==> src/rtl/spi_slave_pkg.sv <==
// Shared definitions for the SPI register-bank slave: frame width,
// command-byte layout and the protocol FSM states.
package spi_slave_pkg;

    localparam int DATA_W = 8;
    localparam int RW_BIT = 7;

    typedef enum logic [1:0] {
        ST_CMD   = 2'd0,
        ST_WRITE = 2'd1,
        ST_READ  = 2'd2
    } state_e;

endpackage

==> src/rtl/spi_shift_core.sv <==
// Mode-0 serial engine: bit counter, MOSI assembly shifter and MISO
// transmit shifter, all clocked on the SPI clock rising edge.
module spi_shift_core
    import spi_slave_pkg::*;
(
    input  logic              clk_i,
    input  logic              rst_i,
    input  logic              csN_i,
    input  logic              mosi_i,
    input  logic              txLoad_i,
    input  logic [DATA_W-1:0] txData_i,
    output logic              miso_o,
    output logic              byteDone_o,
    output logic [DATA_W-1:0] rxByte_o
);

    logic [2:0]        bitCnt_q, bitCnt_d;
    logic [DATA_W-2:0] rx_q, rx_d;
    logic [DATA_W-1:0] tx_q, tx_d;

    // The completed byte includes the bit being sampled on this edge.
    assign rxByte_o   = {rx_q, mosi_i};
    assign byteDone_o = !csN_i && (bitCnt_q == 3'd7);
    assign miso_o     = tx_q[DATA_W-1];

    always_comb begin
        bitCnt_d = bitCnt_q;
        rx_d     = rx_q;
        tx_d     = tx_q;
        if (csN_i) begin
            bitCnt_d = '0;
        end else begin
            bitCnt_d = bitCnt_q + 3'd1;
            rx_d     = rxByte_o[DATA_W-2:0];
            tx_d     = {tx_q[DATA_W-2:0], 1'b0};
        end
        // A load replaces the shift so the new MSB is on MISO before the next edge.
        if (txLoad_i) begin
            tx_d = txData_i;
        end
    end

    always_ff @(posedge clk_i) begin
        if (rst_i) begin
            bitCnt_q <= '0;
            rx_q     <= '0;
            tx_q     <= '0;
        end else begin
            bitCnt_q <= bitCnt_d;
            rx_q     <= rx_d;
            tx_q     <= tx_d;
        end
    end

endmodule

==> src/rtl/spi_slave.sv <==
// SPI mode-0 slave fronting a small register bank: a command byte picks
// read or write and a start address, then data bytes stream with auto-increment.
module spi_slave #(
    parameter int ADDR_W = 4,
    parameter int DATA_W = spi_slave_pkg::DATA_W
) (
    input  logic SCLK,
    input  logic rst,
    input  logic CS,
    input  logic MOSI,
    output logic MISO
);

    import spi_slave_pkg::*;

    localparam int DEPTH = 2 ** ADDR_W;

    state_e            state_q, state_d;
    logic [ADDR_W-1:0] pointer_q, pointer_d;
    logic [DATA_W-1:0] lastRx_q;
    logic [DATA_W-1:0] bank_q [DEPTH];

    logic              byteDone;
    logic [DATA_W-1:0] rxByte;
    logic              txLoad;
    logic [DATA_W-1:0] txData;
    logic              bankWe;
    logic [ADDR_W-1:0] cmdAddr;
    logic [ADDR_W-1:0] pointerInc;

    assign cmdAddr    = rxByte[ADDR_W-1:0];
    assign pointerInc = pointer_q + ADDR_W'(1);

    spi_shift_core u_core (
        .clk_i      (SCLK),
        .rst_i      (rst),
        .csN_i      (CS),
        .mosi_i     (MOSI),
        .txLoad_i   (txLoad),
        .txData_i   (txData),
        .miso_o     (MISO),
        .byteDone_o (byteDone),
        .rxByte_o   (rxByte)
    );

    always_comb begin
        state_d   = state_q;
        pointer_d = pointer_q;
        txLoad    = 1'b0;
        txData    = lastRx_q;
        bankWe    = 1'b0;
        if (CS) begin
            // Deselect edge: re-arm for a new command, preload last byte for CMD phase.
            state_d = ST_CMD;
            txLoad  = 1'b1;
        end else if (byteDone) begin
            txLoad = 1'b1;
            case (state_q)
                ST_CMD: begin
                    pointer_d = cmdAddr;
                    if (rxByte[RW_BIT]) begin
                        state_d = ST_READ;
                        txData  = bank_q[cmdAddr];
                    end else begin
                        state_d = ST_WRITE;
                        txData  = rxByte;
                    end
                end
                ST_READ: begin
                    pointer_d = pointerInc;
                    txData    = bank_q[pointerInc];
                end
                ST_WRITE: begin
                    bankWe    = 1'b1;
                    pointer_d = pointerInc;
                    txData    = rxByte;
                end
                default: begin
                    state_d = ST_CMD;
                end
            endcase
        end
    end

    always_ff @(posedge SCLK) begin
        if (rst) begin
            state_q   <= ST_CMD;
            pointer_q <= '0;
            lastRx_q  <= '0;
            for (int i = 0; i < DEPTH; i++) begin
                bank_q[i] <= '0;
            end
        end else begin
            state_q   <= state_d;
            pointer_q <= pointer_d;
            if (byteDone) begin
                lastRx_q <= rxByte;
            end
            if (bankWe) begin
                bank_q[pointer_q] <= rxByte;
            end
        end
    end

endmodule

==> config.mk <==
export PLATFORM = sky130hd
export DESIGN_NAME = spi_slave
export DESIGN_NICKNAME = d
export VERILOG_FILES = /design/src/rtl/spi_slave_pkg.sv /design/src/rtl/spi_shift_core.sv /design/src/rtl/spi_slave.sv
export SDC_FILE = /design/constraint.sdc
export NUM_CORES = 1
export LEC_CHECK = 0
export BUFFER_PORTS_ARGS = -buffer_cell sky130_fd_sc_hd__buf_2
export CAP_MARGIN = 20
export CORE_MARGIN = 5
export CORE_UTILIZATION = 40
export DETAILED_ROUTE_END_ITERATION = 12
export GPL_TIMING_DRIVEN = 0
export SYNTH_ARGS = -nofsm -noshare
export SYNTH_HDL_FRONTEND = slang
export SYNTH_SLANG_ARGS = --single-unit
==> constraint.sdc <==
create_clock -name SCLK -period 3.8 [get_ports SCLK]
set_input_delay 0.76 -clock SCLK [delete_from_list [all_inputs] [get_ports SCLK]]
set_output_delay 0.76 -clock SCLK [all_outputs]
set_load 0.01 [all_outputs]
Word level (Yosys, flattened, before mapping):

Memory sizes are Yosys's and may differ from the RTL's.
Index checks and enable logic that the tools add are counted.

* flip-flop bits (word level): 32
* RAM bits: 128
* output and inout bits: 1
* memories: 1

Memories
* bank_q: depth 16, bits a word 8, read ports 2, clocked after Yosys merged registers in 0, write ports 16, line spi_slave.sv:21 `logic [DATA_W-1:0] bank_q [DEPTH];`

* $add $sub $neg: 2
* equality and inequality tests: 4
* multiplexer cells: 22
* bitwise logic cells: 2
* reduce and logical (&&, ||, !) cells: 9

Operators by type and width (number)
* $mux 8: 6
* $pmux 8 s3: 1
* $mux 1: 11
* $pmux 4 s2: 1
* $reduce_or 8->1: 1
* $add 4x1->4 const B: 1
* $mux 4: 1
* $pmux 2 s2: 1
* $reduce_or 2->1: 2
* $add 3x1->3 const B: 1
* $eq 3x3->1 const B: 1
* $reduce_and 3->1: 1
* $eq 2x1->1 const B: 1
* $eq 2x2->1 const B: 1
* $logic_not 2->1: 1
* $mux 2: 1
* $ne 2x1->1 const B: 1
* $not 1->1: 2
* $reduce_and 2->1: 1
* $reduce_bool 2->1: 1
* $logic_and 1x1->1: 1
* $logic_not 1->1: 1

Depth between registers and ports, before layout:

Gate-level depths: netlist of the first run.

* depth after elaboration: 9
* gate-level depth with buffers: 11
* gate-level depth less buffers: 7

By module:

A second synthesis of the first run with hierarchy kept.

* cell total of the unflattened synthesis: 715
* area total of the unflattened synthesis: 8679.6 um2

By module, submodules not included
* spi_slave: times used 1, cells each 647, area an instance 7945.1 um2
* spi_shift_core: times used 1, cells each 68, area an instance 734.5 um2

Worst setup path after synthesis of the first run:

Ideal clock, no wire load.

* path type: reg2reg
* start: register pointer_q[0]
* end: register u_core.tx_q[2]
* data arrival time: 2.520 ns
* data required time: 3.676 ns
* path slack: 1.156 ns
* stages on the path, launching flop included: 12
* path buffers: 4
* period minus slack after synthesis: 2.644 ns
* path through: dfxtp_1 > buf_6 > buf_2 > inv_1 > ha_1 > buf_2 > clkbuf_1 > mux4_2 > mux2i_1 > o32ai_1 > nor4b_1 > o21ai_1

* longest elaborated chain between the ends: 6

Ends and longest elaborated chain
* from (decl): line spi_slave.sv:19 `logic [ADDR_W-1:0] pointer_q, pointer_d;`
* from (signal assigned): line spi_slave.sv:95 `pointer_q <= pointer_d;`
* $add 4x1->4: line spi_slave.sv:32 `assign pointerInc = pointer_q + ADDR_W'(1);`
* $mem_v2 16x8
* $pmux 8 s3: line spi_slave.sv:58 `case (state_q)`
* $mux 8: line spi_slave.sv:56 `end else if (byteDone) begin`
* $mux 8: line spi_slave.sv:52 `if (CS) begin`
* $mux 8: line spi_shift_core.sv:38 `if (txLoad_i) begin`
* to (signal assigned): line spi_shift_core.sv:51 `tx_q <= tx_d;`
* to (decl): line spi_shift_core.sv:19 `logic [DATA_W-1:0] tx_q, tx_d;`

Every way passes these cells.
A chain may end at the register's enable or synchronous reset.

Worst setup path in the final report of the first run:

* start: register pointer_q[0]
* end: register u_core.tx_q[1]

Same word-level chain as after synthesis.

==> results of run 1 <==
==> synth_stat cells (all sizes together), types with 2 or more instances <==
cell type	instances
a2111oi	3
a211oi	10
a21oi	15
and2	115
buf	21
clkbuf	33
dfxtp	32
edfxtp	128
ha	10
inv	7
mux2	9
mux2i	32
mux4	59
nand2	29
nand2b	5
nand3	8
nand3b	4
nor2	33
nor2b	8
nor3	33
nor4	8
nor4b	2
o21ai	16
o22ai	3
o32ai	4
or2	19
or3	3
xor2	2
==> cell type report <==
| cell class | instances | area (sq um) |
|---|---|---|
| fillers | 1913 | 11600 |
| plain buffers | 54 | 289 |
| clock buffers | 19 | 433 |
| inverters | 7 | 26.3 |
| clock inverters | 13 | 123 |
| repair buffers | 3 | 17.5 |
| well taps | 275 | 344 |
| flip-flops and latches | 160 | 4480 |
| multi-input cells | 438 | 3870 |
==> repair_timing <==
action / 4_1_cts / 5_1_grt
hold buffers: 0 / 0
endpoints found under the setup margin: 3 / 2
resized for setup: 3 / 2
==> sequential cells by signal (all words and copies together), names as in the netlist <==
signal,count
bank_q,128
lastRx_q,8
u_core.tx_q,8
u_core.rx_q,7
pointer_q,4
u_core.bitCnt_q,3
state_q,2
==> stage by stage <==
step	area, sq um	power [W]	setup slack (ns)
3_5_place_dp	9000	0.00226	-0.453
5_1_grt	9580	0.00398	0.0835
6_report	9580	0.00388	0.162
2_1_floorplan	8650	0.00216	1.16
3_3_place_gp	9000	0.00226	-0.370
4_1_cts	9570	0.00389	0.0319
==> power groups by stage <==
stage          registers, W  logic, W  clock network [W]
2_1_floorplan       0.00201  0.000157                  0
3_3_place_gp        0.00202  0.000236                  0
3_5_place_dp        0.00203  0.000238                  0
4_1_cts             0.00199  0.000238            0.00166
5_1_grt             0.00200  0.000250            0.00173
6_report            0.00199  0.000240            0.00165
==> metal layers <==
layer / up-vias / routed length [um]
met5: - / 0
met4: 0 / 1020
met3: 54 / 1930
met2: 252 / 12200
met1: 2926 / 11200
li1: 2525 / -
==> worst max path at each step <==
stage,start,end,slack (ns)
3_3_place_gp,pointer_q[0],u_core.tx_q[1],-0.37
5_1_grt,pointer_q[0],u_core.tx_q[1],0.08
6_report,pointer_q[0],u_core.tx_q[1],0.16
3_5_place_dp,pointer_q[0],u_core.tx_q[1],-0.45
2_1_floorplan,pointer_q[0],u_core.tx_q[2],1.16
4_1_cts,pointer_q[0],u_core.tx_q[2],0.03
==> cell usage in the layout, fill, tap and decap left out, types with 4 or more instances in the layout <==
cell type and n:
sky130_fd_sc_hd__a211oi_1 10, sky130_fd_sc_hd__a21oi_1 14, sky130_fd_sc_hd__and2_1 115, sky130_fd_sc_hd__buf_2 11, sky130_fd_sc_hd__buf_6 4, sky130_fd_sc_hd__clkbuf_1 33, sky130_fd_sc_hd__clkbuf_16 17, sky130_fd_sc_hd__dfxtp_1 32
sky130_fd_sc_hd__edfxtp_1 128, sky130_fd_sc_hd__ha_1 10, sky130_fd_sc_hd__inv_1 7, sky130_fd_sc_hd__inv_6 8, sky130_fd_sc_hd__mux2_2 9, sky130_fd_sc_hd__mux2i_1 32, sky130_fd_sc_hd__mux4_1 22, sky130_fd_sc_hd__mux4_2 37
sky130_fd_sc_hd__nand2_1 29, sky130_fd_sc_hd__nand2b_1 5, sky130_fd_sc_hd__nand3_1 8, sky130_fd_sc_hd__nand3b_1 4, sky130_fd_sc_hd__nor2_1 33, sky130_fd_sc_hd__nor2b_1 8, sky130_fd_sc_hd__nor3_1 33, sky130_fd_sc_hd__nor4_1 8
sky130_fd_sc_hd__o21ai_0 11, sky130_fd_sc_hd__o21ai_1 5, sky130_fd_sc_hd__o32ai_1 4, sky130_fd_sc_hd__or2_2 19
==> critical path, stage by stage (launching register included) <==
cell and delay, ns:
sky130_fd_sc_hd__dfxtp_1 0.38, sky130_fd_sc_hd__buf_6 0.22, sky130_fd_sc_hd__clkbuf_4 0.33, sky130_fd_sc_hd__inv_1 0.13
sky130_fd_sc_hd__ha_1 0.29, sky130_fd_sc_hd__buf_2 0.24, sky130_fd_sc_hd__clkbuf_2 0.42, sky130_fd_sc_hd__mux4_1 0.44
sky130_fd_sc_hd__mux2i_1 0.33, sky130_fd_sc_hd__o32ai_1 0.14, sky130_fd_sc_hd__nor4b_2 0.47, sky130_fd_sc_hd__o21ai_1 0.12
==> cell families (layout without fill, tap and decap cells) <==
group	Yosys count	count (layout)	share of synthesized area (%)
xor gates and xnor gates	3	3	0.391
and+or+nand+nor	269	269	17.2
buffers and inverters	61	96	3.59
adders and majority gates	10	10	1.45
AOI/OAI and AO/OA	56	56	4.33
muxes	100	100	21.2
DFF	160	160	51.9
==> impl_results.rst, run 1 <==
.. list-table::
   :header-rows: 1

   * - Metric
     - Value
   * - Die Width
     - approximately 160 um
   * - Part of the power in combinational logic
     - ~6.2%
   * - Peak supply drop
     - between 0.3 and 0.4 mV
   * - Filler-free cell count of the finished design
     - 969
   * - Post-synth top flop
     - sky130_fd_sc_hd__edfxtp_1
   * - Core region area
     - about 21000 sq um
   * - Global routing usage on met2
     - 34.8%
   * - Initial Util
     - approximately two fifths
   * - Portion of the clock cycle consumed by the worst path in the final layout
     - a little over nine tenths
   * - Grt peak-use layer
     - met2
   * - Highest fanout seen on the critical path
     - 10
   * - Total CTS buffers
     - 17
   * - Synth warn
     - 0
   * - Final antenna diode count
     - 0
   * - Total of endpoints with negative setup slack in the final report
     - 0
   * - Fmax
     - between 200 and 300 MHz
   * - Number of port buffers
     - 2
   * - Number of sinks driven by the clock tree
     - 160
   * - Startpoint types
     - flop
   * - Post-route antenna net violation count
     - 0
   * - Final core occ
     - 45.3%
   * - Total wire length
     - about 26 mm
   * - Synth Cell Area
     - between 8000 and 9000 sq um
   * - CTS Buffer Depth
     - 2
   * - Source-to-sink clock delay at the later pin of the worst-skew pair
     - between 0.4 and 0.5 ns
   * - Hpwl dp
     - roughly 19 mm
   * - Weighted congestion at the end of routability-driven global placement
     - roughly 0.9
   * - Worst Hold Path Cells
     - 1
   * - Leading cell types by total area after synthesis
     - sky130_fd_sc_hd__edfxtp_1 44%, sky130_fd_sc_hd__mux4_2 9.6%, sky130_fd_sc_hd__and2_1 8.3%
   * - Maximum number of pins on one net before global-route repair
     - 17
   * - Wire length of the first global-routing pass
     - 38.8 mm
   * - Worst-case headroom to the max-slew limit
     - 24.6%
   * - Vias in the first global route
     - between 5000 and 6000
   * - Reg2Reg Depth
     - 11
   * - Flops & latches, synth
     - 160
   * - Final period demand of the worst path
     - approximately 3.6 ns
   * - Worst min-delay path category
     - reg2reg
   * - Largest area contributor in the netlist
     - sky130_fd_sc_hd__edfxtp_1
   * - Beginning of the worst hold path
     - u_core.bitCnt_q[0]
   * - Switching share of power
     - 23.7%
   * - Die area
     - approximately 25000 sq um
   * - Number of antenna violations at the first check in global routing
     - 0
   * - Global-route usage over all layers
     - approximately 22%
   * - Post-synthesis instance total
     - roughly 660
   * - Min-Delay Endpoint
     - u_core.bitCnt_q[0]
   * - Placement Rows
     - 53
   * - GRT met3 Usage
     - approximately 4.7%
   * - Number of nets produced by synthesis
     - ~670
   * - Clock slew seen by the registers of the worst setup and hold paths
     - around 0.070 ns
   * - CP endpoint kind
     - flop
   * - GR Overflow Total
     - 0
   * - Transition time at the pin with the least slew margin
     - 1.12 ns
   * - Type of the worst setup path
     - reg2reg
   * - CTS H-tree lvls
     - 4
   * - EDFF count, synth
     - roughly 130
   * - Number of nets in the layout
     - 695
   * - Final hold violations
     - 0
   * - Mean cell area of the mapped netlist
     - 13.1 sq um
   * - Postcts setup bufs
     - 0
   * - Worst Skew
     - 0.00873 ns
   * - Number of remaining DRC errors
     - 0
   * - Per-cell routed wire length
     - 27.2 um
   * - Total number of vias
     - around 5800
   * - Number of placed instances with taps included
     - about 940
   * - Top-area cell type share of the netlist area
     - between 40 and 50%
   * - Number of DRC violations after detailed-routing iteration 0
     - 460
   * - Internal
     - 0.00296 W
   * - Number of detailed-routing iterations run before antenna repair
     - 5
   * - Sequential cell area fraction in the yosys report
     - 51.9%
   * - I/O pin count
     - 5
   * - Critical Path RT
     - ~4.1 ns
   * - Power per standard cell area
     - around 400 nW/um^2
   * - Result of the run
     - completed
   * - Data arrival time of the critical path
     - about 4.0 ns
   * - Endpoint of the lowest-slack register-to-register path
     - u_core.tx_q[1]
   * - Max-cap violations
     - 0
   * - Clock tree from TritonCTS
     - built
   * - Met1 Track Usage GR
     - between 30% and 40%
   * - Share of power burned in registers
     - approximately 51%
   * - DR vias/cell
     - 5.94
   * - Setup tns final
     - 0 ns
   * - Setup slack on the worst flop-to-flop path
     - between 0.15 and 0.2 ns
   * - Share of flip-flops with an asynchronous set or reset after synthesis
     - 0%
   * - Setup repair after global routing missed its margin
     - false
   * - Proportion of layout cells with a drive suffix above 1
     - about 18%
   * - Leakage
     - ~3.2 nW
   * - Tightest hold margin
     - 0.431 ns
   * - Clk network pwr share
     - between 40% and 50%
   * - R2R Path Start
     - pointer_q[0]
   * - Distinct cell type count of the synthesized netlist
     - 46
   * - Layout Area Growth over Synthesis
     - 10.8%
   * - Sw Pwr
     - approximately 0.00092 W
   * - Root buffer cell
     - sky130_fd_sc_hd__clkbuf_16
   * - Vertical extent of the die
     - approximately 160 um
   * - Slew Limit Fails
     - 0
Power figures use the tool's default switching activity.
==> run 2, diff against run 1 <==
Settings changed: GPL_TIMING_DRIVEN 0 to not set, RECOVER_POWER set to 25.
==> impl_results.rst, run 2 (same netlist as run 1, synthesis figures left out) <==
.. list-table::
   :header-rows: 1

   * - Metric
     - Value
   * - Per-cell routed wire length
     - 23.5 um (-14%)
   * - Layout Area Growth over Synthesis
     - 10.1%
   * - Max FFs per register
     - 128 (unchanged)
   * - Worst min-delay path category
     - reg2reg
   * - Largest delay contributor family on the critical path
     - flip-flops
   * - Maximum number of pins on one net before global-route repair
     - 46 (+29)
   * - GR Overflow Total
     - 0 (unchanged)
   * - Number of sinks driven by the clock tree
     - 160 (unchanged)
   * - CTS H-tree lvls
     - 4 (unchanged)
   * - Number of detailed-routing iterations run before antenna repair
     - 5 (unchanged)
   * - Transition time at the pin with the least slew margin
     - 1.50 ns (+0.383 ns)
   * - Total CTS buffers
     - 17 (unchanged)
   * - Regs by FF count
     - bank_q: 128 flops, lastRx_q: 8 flops, u_core.tx_q: 8 flops
   * - Data arrival time of the critical path
     - 3.57 ns (-0.38 ns)
   * - Wire length of the first global-routing pass
     - 34.2 mm (-12%)
   * - Clock tree from TritonCTS
     - built
   * - Max-cap violations
     - 1 (+1)
   * - CP endpoint kind
     - flop
   * - Initial Util
     - 40.9% (unchanged)
   * - Hpwl dp
     - 15.2 mm (-20%)
   * - Number of nets in the layout
     - 676 (-2.7%)
   * - Number of antenna violations at the first check in global routing
     - 0 (unchanged)
   * - Layout fillers
     - 1904 (-0.47%)
   * - Result of the run
     - finished, violations left
   * - Critical-path top delay cell
     - sky130_fd_sc_hd__dfxtp_1
   * - Leakage
     - 3.16 nW (-1.1%)
   * - Core region area
     - 21200 sq um (unchanged)
   * - Beginning of the worst hold path
     - u_core.bitCnt_q[0]
   * - Slew Limit Fails
     - 26 (+26)
   * - Postcts setup bufs
     - 0 (unchanged)
   * - Min-Delay Endpoint
     - u_core.bitCnt_q[0]
   * - Placement Rows
     - 53 (unchanged)
   * - Final core occ
     - 45.0% (-0.28 points)
   * - Weighted congestion at the end of routability-driven global placement
     - 0.902 (-0.69%)
   * - Critical path buffers and inverters
     - 0 (-5)
   * - Startpoint types
     - flop
   * - Number of remaining DRC errors
     - 0 (unchanged)
   * - Clock slew seen by the registers of the worst setup and hold paths
     - 0.07 ns (about the same)
   * - CTS Buffer Depth
     - 2 (unchanged)
   * - I/O pin count
     - 5 (unchanged)
   * - Setup slack on the worst flop-to-flop path
     - 0.53 ns (+0.36 ns)
   * - Worst Skew
     - 0.00972 ns (+0.000996 ns)
   * - Tightest hold margin
     - 0.449 ns (+0.0185 ns)
   * - Highest cell delay on the worst timing path
     - 1.33 ns (+0.86 ns)
   * - Proportion of layout cells with a drive suffix above 1
     - 18.4% (+0.65 points)
   * - Cts hold-fix bufs
     - 0 (unchanged)
   * - Power per standard cell area
     - 410 nW/um^2 (+1.4%)
   * - Vias in the first global route
     - 5516 (-7.3%)
   * - Most frequent standard cell in the layout excluding fill and tap cells
     - sky130_fd_sc_hd__edfxtp_1
   * - DR vias/cell
     - 5.79 (-2.6%)
   * - Reg2Reg Depth
     - 5 (-6)
   * - Worst Hold Path Cells
     - 1 (unchanged)
   * - Die Width
     - 157 um (unchanged)
   * - R2R Path Start
     - u_core.rx_q[0]
   * - Final antenna diode count
     - 0 (unchanged)
   * - Total of endpoints with negative setup slack in the final report
     - 0 (unchanged)
   * - Total number of vias
     - 5499 (-4.5%)
   * - Setup tns final
     - 0 ns (unchanged)
   * - Critical Path RT
     - 4.10 ns (about the same)
   * - Worst-case headroom to the max-slew limit
     - -0.465% (-25 points)
   * - Number of DRC violations after detailed-routing iteration 0
     - 495 (+7.6%)
   * - Die area
     - 24700 sq um (unchanged)
   * - Endpoint of the lowest-slack register-to-register path
     - u_core.tx_q[1]
   * - Root buffer cell
     - sky130_fd_sc_hd__clkbuf_16
   * - Most flops, register
     - bank_q
   * - Number of port buffers
     - 4 (+2)
   * - Portion of the clock cycle consumed by the worst path in the final layout
     - 86.2% (-9.6 points)
   * - Source-to-sink clock delay at the later pin of the worst-skew pair
     - 0.43 ns (about the same)
   * - Total wire length
     - 22.3 mm (-15%)
   * - Fmax
     - 305 MHz (+11%)
   * - Top library cells by usage in the layout, fill and taps aside
     - 128 x sky130_fd_sc_hd__edfxtp_1, 93 x sky130_fd_sc_hd__and2_1, 37 x sky130_fd_sc_hd__mux4_2, 33 x sky130_fd_sc_hd__nor2_1, 33 x sky130_fd_sc_hd__nor3_1
   * - Post-route antenna net violation count
     - 0 (unchanged)
   * - Type of the worst setup path
     - reg2reg
   * - Violated checks
     - max-capacitance violations, max-slew violations
   * - CP Cell Sequence
     - mux4_1, mux2i_1, o32ai_1, nor4b_1, o21ai_1
   * - Global-route usage over all layers
     - 18.8% (-3.2 points)
   * - Final hold violations
     - 0 (unchanged)
   * - Setup repair after global routing missed its margin
     - false
   * - Final period demand of the worst path
     - 3.27 ns (-0.363 ns)
   * - Highest fanout seen on the critical path
     - 25 (+15)
   * - Resized Gates After CTS
     - 0 (-3)
   * - Vertical extent of the die
     - 157 um (unchanged)
   * - Peak supply drop
     - 0.212 mV (-31%)
## run 2: changes by cell type in the layout (fill, tap and decap cells not counted), sizes merged
cell	delta
clkbuf	-24
clkinvlp	+1
inv	-3
buf	+3
bufinv	+1
clkinv	+3
## run 2: stage by stage
stage	power [W]	area, sq um	setup WS (ns)	instances
5_1_grt	0.00402	9520	0.383	950
6_report	0.00391	9520	0.525	950
2_1_floorplan	0.00216	8650	1.16	659
3_3_place_gp	0.00224	8990	0.592	918
3_5_place_dp	0.00225	8990	0.578	918
4_1_cts	0.00393	9570	0.795	950
## run 2: metal layers
metal	track usage (%)	share of wire, %	wire length (um)
met1	25.4	42	9460
met2	30.2	47	10600
met3	4.45	8.0	1780
met4	6.51	2.2	502
met5	0	0	0
## run 2: worst max-delay path by stage
stage	start	endpoint	slack, ns	cells past startpoint
floorplan	pointer_q[0]	u_core.tx_q[2]	1.16	11
global placement	MOSI	u_core.tx_q[7]	0.59	7
detailed placement	MOSI	u_core.tx_q[7]	0.58	7
CTS	pointer_q[0]	u_core.tx_q[1]	0.80	6
global route	u_core.rx_q[0]	u_core.tx_q[2]	0.38	5
finish	u_core.rx_q[0]	u_core.tx_q[1]	0.53	5
## run 2: area by class of cell
cell class	instances	area, sq um	area share (%)
Multi-Input combinational cell	438	3850	40.5
Timing Repair Buffer	38	231	2.43
Clock buffer	17	425	4.47
Clock inverter	15	158	1.66
Inverter	7	26.3	0.276
Tap cell	275	344	3.61
Sequential cell	160	4490	47.1
## run 2: power by group
group          switching (W)  internal (W)
combinational       0.000112     0.0000960
clock               0.000727      0.000974
sequential         0.0000473       0.00195
total               0.000887       0.00302
==> run 3, diff against run 2 <==
Settings changed: ABC_AREA set to 1.
==> impl_results.rst, run 3 <==
.. list-table::
   :header-rows: 1

   * - Metric
     - Value
   * - Number of nets in the layout
     - 1149 (+70%)
   * - Number of remaining DRC errors
     - 0 (unchanged)
   * - Core region area
     - 22400 sq um (+6.1%)
   * - Total wire length
     - 26.9 mm (+21%)
   * - Number of port buffers
     - 4 (unchanged)
   * - Number of DRC violations after detailed-routing iteration 0
     - 976 (+97%)
   * - Area used by multi-input combinational logic
     - 3560 sq um (-7.6%)
   * - Share of flip-flops with an asynchronous set or reset after synthesis
     - 0% (unchanged)
   * - Distinct cell type count of the synthesized netlist
     - 30 (-35%)
   * - Final design instance area without fill
     - 9770 sq um (+2.6%)
   * - Total number of vias
     - 7696 (+40%)
   * - Post-synthesis instance total
     - 1164 (+77%)
   * - Proportion of layout cells with a drive suffix above 1
     - 6.36% (-12 points)
   * - Setup repair after global routing missed its margin
     - false
   * - Global-route usage over all layers
     - 21.1% (+2.3 points)
   * - Highest fanout seen on the critical path
     - 25 (unchanged)
   * - DR vias/cell
     - 5.37 (-7.2%)
   * - Placed cell areas
     - 9230 sq um (+2.7%)
   * - EDFF count, synth
     - 128 (unchanged)
   * - Number of nets produced by synthesis
     - 1178 (+75%)
   * - Most flops, register
     - bank_q
   * - Violated checks
     - max-capacitance violations, max-slew violations
   * - Most common library cells after synthesis
     - 300 x sky130_fd_sc_hd__nand2_1, 208 x sky130_fd_sc_hd__nand3_1, 151 x sky130_fd_sc_hd__nor2_1
   * - Number of antenna violations at the first check in global routing
     - 0 (unchanged)
   * - Top library cells by usage in the layout, fill and taps aside
     - 310 x sky130_fd_sc_hd__nand2_1, 208 x sky130_fd_sc_hd__nand3_1, 152 x sky130_fd_sc_hd__nor2_1, 146 x sky130_fd_sc_hd__inv_1, 128 x sky130_fd_sc_hd__edfxtp_1
   * - Largest area contributor in the netlist
     - sky130_fd_sc_hd__edfxtp_1
   * - Post-synth top flop
     - sky130_fd_sc_hd__edfxtp_1
   * - Startpoint types
     - flop
   * - Top-count cell post-synth
     - sky130_fd_sc_hd__nand2_1
   * - Max FFs per register
     - 128 (unchanged)
   * - Data arrival time of the critical path
     - 3.41 ns (-0.16 ns)
   * - Clock tree from TritonCTS
     - built
   * - Worst min-delay path category
     - reg2reg
   * - Layout fillers
     - 2286 (+20%)
   * - Post-route antenna net violation count
     - 0 (unchanged)
   * - Startpoint of the worst setup timing path
     - u_core.rx_q[2]
   * - Wire length of the first global-routing pass
     - 41.7 mm (+22%)
   * - Vias in the first global route
     - 7280 (+32%)
   * - Worst-case headroom to the max-slew limit
     - -13.7% (-13 points)
   * - Internal
     - 0.00302 W (-0.18%)
   * - Peak supply drop
     - 0.292 mV (+37%)
   * - GR Overflow Total
     - 0 (unchanged)
   * - Cts hold-fix bufs
     - 0 (unchanged)
   * - Clock slew seen by the registers of the worst setup and hold paths
     - 0.07 ns (about the same)
   * - Top-area cell type share of the netlist area
     - 42.5% (-1.9 points)
   * - Setup slack on the worst flop-to-flop path
     - 0.71 ns (+0.18 ns)
   * - Endpoint of the lowest-slack register-to-register path
     - u_core.tx_q[5]
   * - Worst Skew
     - 0.00786 ns (-0.00186 ns)
   * - Regs by FF count
     - bank_q: 128 flops, lastRx_q: 8 flops, u_core.tx_q: 8 flops
   * - Hpwl dp
     - 17.6 mm (+16%)
   * - Leakage
     - 4.09 nW (+29%)
   * - Layout Area Growth over Synthesis
     - 8.14%
   * - Result of the run
     - finished, violations left
   * - Flops & latches, synth
     - 160 (unchanged)
   * - Final hold violations
     - 0 (unchanged)
   * - Total CTS buffers
     - 17 (unchanged)
   * - Most frequent standard cell in the layout excluding fill and tap cells
     - sky130_fd_sc_hd__nand2_1
   * - Resized Gates After CTS
     - 0 (unchanged)
   * - Power per standard cell area
     - 412 nW/um^2 (+0.34%)
   * - Weighted congestion at the end of routability-driven global placement
     - 0.883 (-2.1%)
   * - Die Width
     - 160 um (+2.1%)
   * - R2R Path Start
     - u_core.rx_q[2]
   * - Critical Path RT
     - 4.11 ns (about the same)
   * - Synth Cell Area
     - 9030 sq um (+4.5%)
   * - CTS H-tree lvls
     - 4 (unchanged)
   * - Initial Util
     - 40.3% (-0.61 points)
   * - Mean cell area of the mapped netlist
     - 7.76 sq um (-41%)
   * - Slew Limit Fails
     - 26 (unchanged)
   * - Sequential cell area fraction in the yosys report
     - 49.6% (-2.2 points)
   * - Worst setup endpoint
     - u_core.tx_q[5]
   * - Max-cap violations
     - 1 (unchanged)
   * - Clk network pwr share
     - 42.6% (-0.9 points)
   * - Portion of the clock cycle consumed by the worst path in the final layout
     - 81.4% (-4.8 points)
   * - Leading cell types by total area after synthesis
     - sky130_fd_sc_hd__edfxtp_1 43%, sky130_fd_sc_hd__nand2_1 12%, sky130_fd_sc_hd__nand3_1 12%
   * - Placement Rows
     - 55 (+3.8%)
   * - Reg area
     - 4490 sq um (unchanged)
   * - Vertical extent of the die
     - 160 um (+2.1%)
   * - Per-cell routed wire length
     - 18.8 um (-20%)
   * - Source-to-sink clock delay at the later pin of the worst-skew pair
     - 0.43 ns (about the same)
   * - Setup tns final
     - 0 ns (unchanged)
   * - I/O pin count
     - 5 (unchanged)
   * - Fmax
     - 323 MHz (+5.9%)
   * - Die area
     - 25700 sq um (+4.2%)
   * - Final period demand of the worst path
     - 3.09 ns (-0.181 ns)
   * - Synth warn
     - 0 (unchanged)
   * - CP endpoint kind
     - flop
   * - CTS Buffer Depth
     - 2 (unchanged)
   * - Sw Pwr
     - 0.00101 W (+14%)
   * - Number of sinks driven by the clock tree
     - 160 (unchanged)
   * - Part of the power in combinational logic
     - 8.5% (+3.2 points)
   * - Reg2Reg Depth
     - 9 (+4)
   * - Number of detailed-routing iterations run before antenna repair
     - 6 (+1)
   * - Final antenna diode count
     - 0 (unchanged)
   * - Total of endpoints with negative setup slack in the final report
     - 0 (unchanged)
   * - Power, Total
     - 0.00402 W (+2.9%)
   * - Root buffer cell
     - sky130_fd_sc_hd__clkbuf_16
   * - Switching share of power
     - 25.0% (+2.3 points)
   * - Share of power burned in registers
     - 48.9% (-2.2 points)
   * - Transition time at the pin with the least slew margin
     - 1.71 ns (+0.200 ns)
   * - Maximum number of pins on one net before global-route repair
     - 69 (+50%)
   * - Type of the worst setup path
     - reg2reg
   * - Postcts setup bufs
     - 0 (unchanged)
[run 3: cell count changes after synthesis, moves of 32 or more]
cell / previous run / this run
sky130_fd_sc_hd__nand2_1: 29 / 300
sky130_fd_sc_hd__nand3_1: 8 / 208
sky130_fd_sc_hd__inv_1: 7 / 146
sky130_fd_sc_hd__nor2_1: 33 / 151
sky130_fd_sc_hd__and2_1: 115 / 0
sky130_fd_sc_hd__mux4_2: 37 / 0
sky130_fd_sc_hd__nor3_1: 33 / 0
sky130_fd_sc_hd__mux2i_1: 32 / 0
[run 3: metrics by stage]
| step | util (%) | hold slack [ns] | std cells | setup WS, ns |
|---|---|---|---|---|
| floorplan | - | 0.399 | 1164 | 1.61 |
| global placement | 41.1 | 0.410 | 1401 | 0.983 |
| detailed placement | 41.1 | 0.419 | 1401 | 0.979 |
| CTS | 43.8 | 0.428 | 1433 | 1.08 |
| global route | 43.6 | 0.440 | 1433 | 0.515 |
| finish | 43.6 | 0.422 | 1433 | 0.706 |
[run 3: power groups by stage]
stage | clock, W | sequential [W] | combinational (W)
5_1_grt | 0.00180 | 0.00197 | 0.000373
3_3_place_gp | 0 | 0.00200 | 0.000339
6_report | 0.00171 | 0.00197 | 0.000343
2_1_floorplan | 0 | 0.00199 | 0.000223
3_5_place_dp | 0 | 0.00200 | 0.000339
4_1_cts | 0.00173 | 0.00197 | 0.000340
[run 3: layout make-up]
class | instances | area share [%]
multi-input combinational | 776 | 36.4
clock inverter | 9 | 0.666
clock buffer | 23 | 5.46
tap | 285 | 3.65
timing repair buffer | 24 | 1.86
inverter | 156 | 6.02
sequential | 160 | 45.9
[run 3: critical path, stage by stage (launching register included)]
cell and delay [ns]:
sky130_fd_sc_hd__dfxtp_1 0.56, sky130_fd_sc_hd__clkinv_1 0.24, sky130_fd_sc_hd__clkbuf_1 1.25, sky130_fd_sc_hd__nand3_1 0.29, sky130_fd_sc_hd__nand3_1 0.21, sky130_fd_sc_hd__nand2_1 0.11, sky130_fd_sc_hd__nand2_1 0.07, sky130_fd_sc_hd__nand3_1 0.10
sky130_fd_sc_hd__nand2_1 0.08, sky130_fd_sc_hd__a21oi_1 0.06
[run 3: routing by layer]
metal	vias to the layer above	GRT usage (%)	wire length (um)
li1	3698	-	-
met1	3602	30.5	12000
met2	340	32.7	12200
met3	56	2.87	1930
met4	0	7.74	818
met5	-	0	0
[run 3: kinds of logic (layout without fill, tap and decap cells)]
logic type,count (synthesis),after routing,share of synthesized area (%)
flip-flops,160,160,49.6
adder cells (fa/ha/maj),10,10,1.38
buffers and inverters,228,212,10.5
XOR/XNOR,4,4,0.720
AO/OA/AOI/OAI,83,83,5.93
AND/OR/NAND/NOR,679,679,31.8
[run 3: how the worst min path moves through the flow]
stage	startpoint	end	slack (ns)	cells past startpoint
finish	u_core.bitCnt_q[0]	u_core.bitCnt_q[0]	0.42	1
global route	u_core.bitCnt_q[0]	u_core.bitCnt_q[0]	0.44	1
CTS	u_core.bitCnt_q[0]	u_core.bitCnt_q[0]	0.43	1
global placement	u_core.bitCnt_q[0]	u_core.bitCnt_q[0]	0.41	1
floorplan	u_core.bitCnt_q[0]	u_core.bitCnt_q[0]	0.40	1
detailed placement	u_core.bitCnt_q[0]	u_core.bitCnt_q[0]	0.42	1
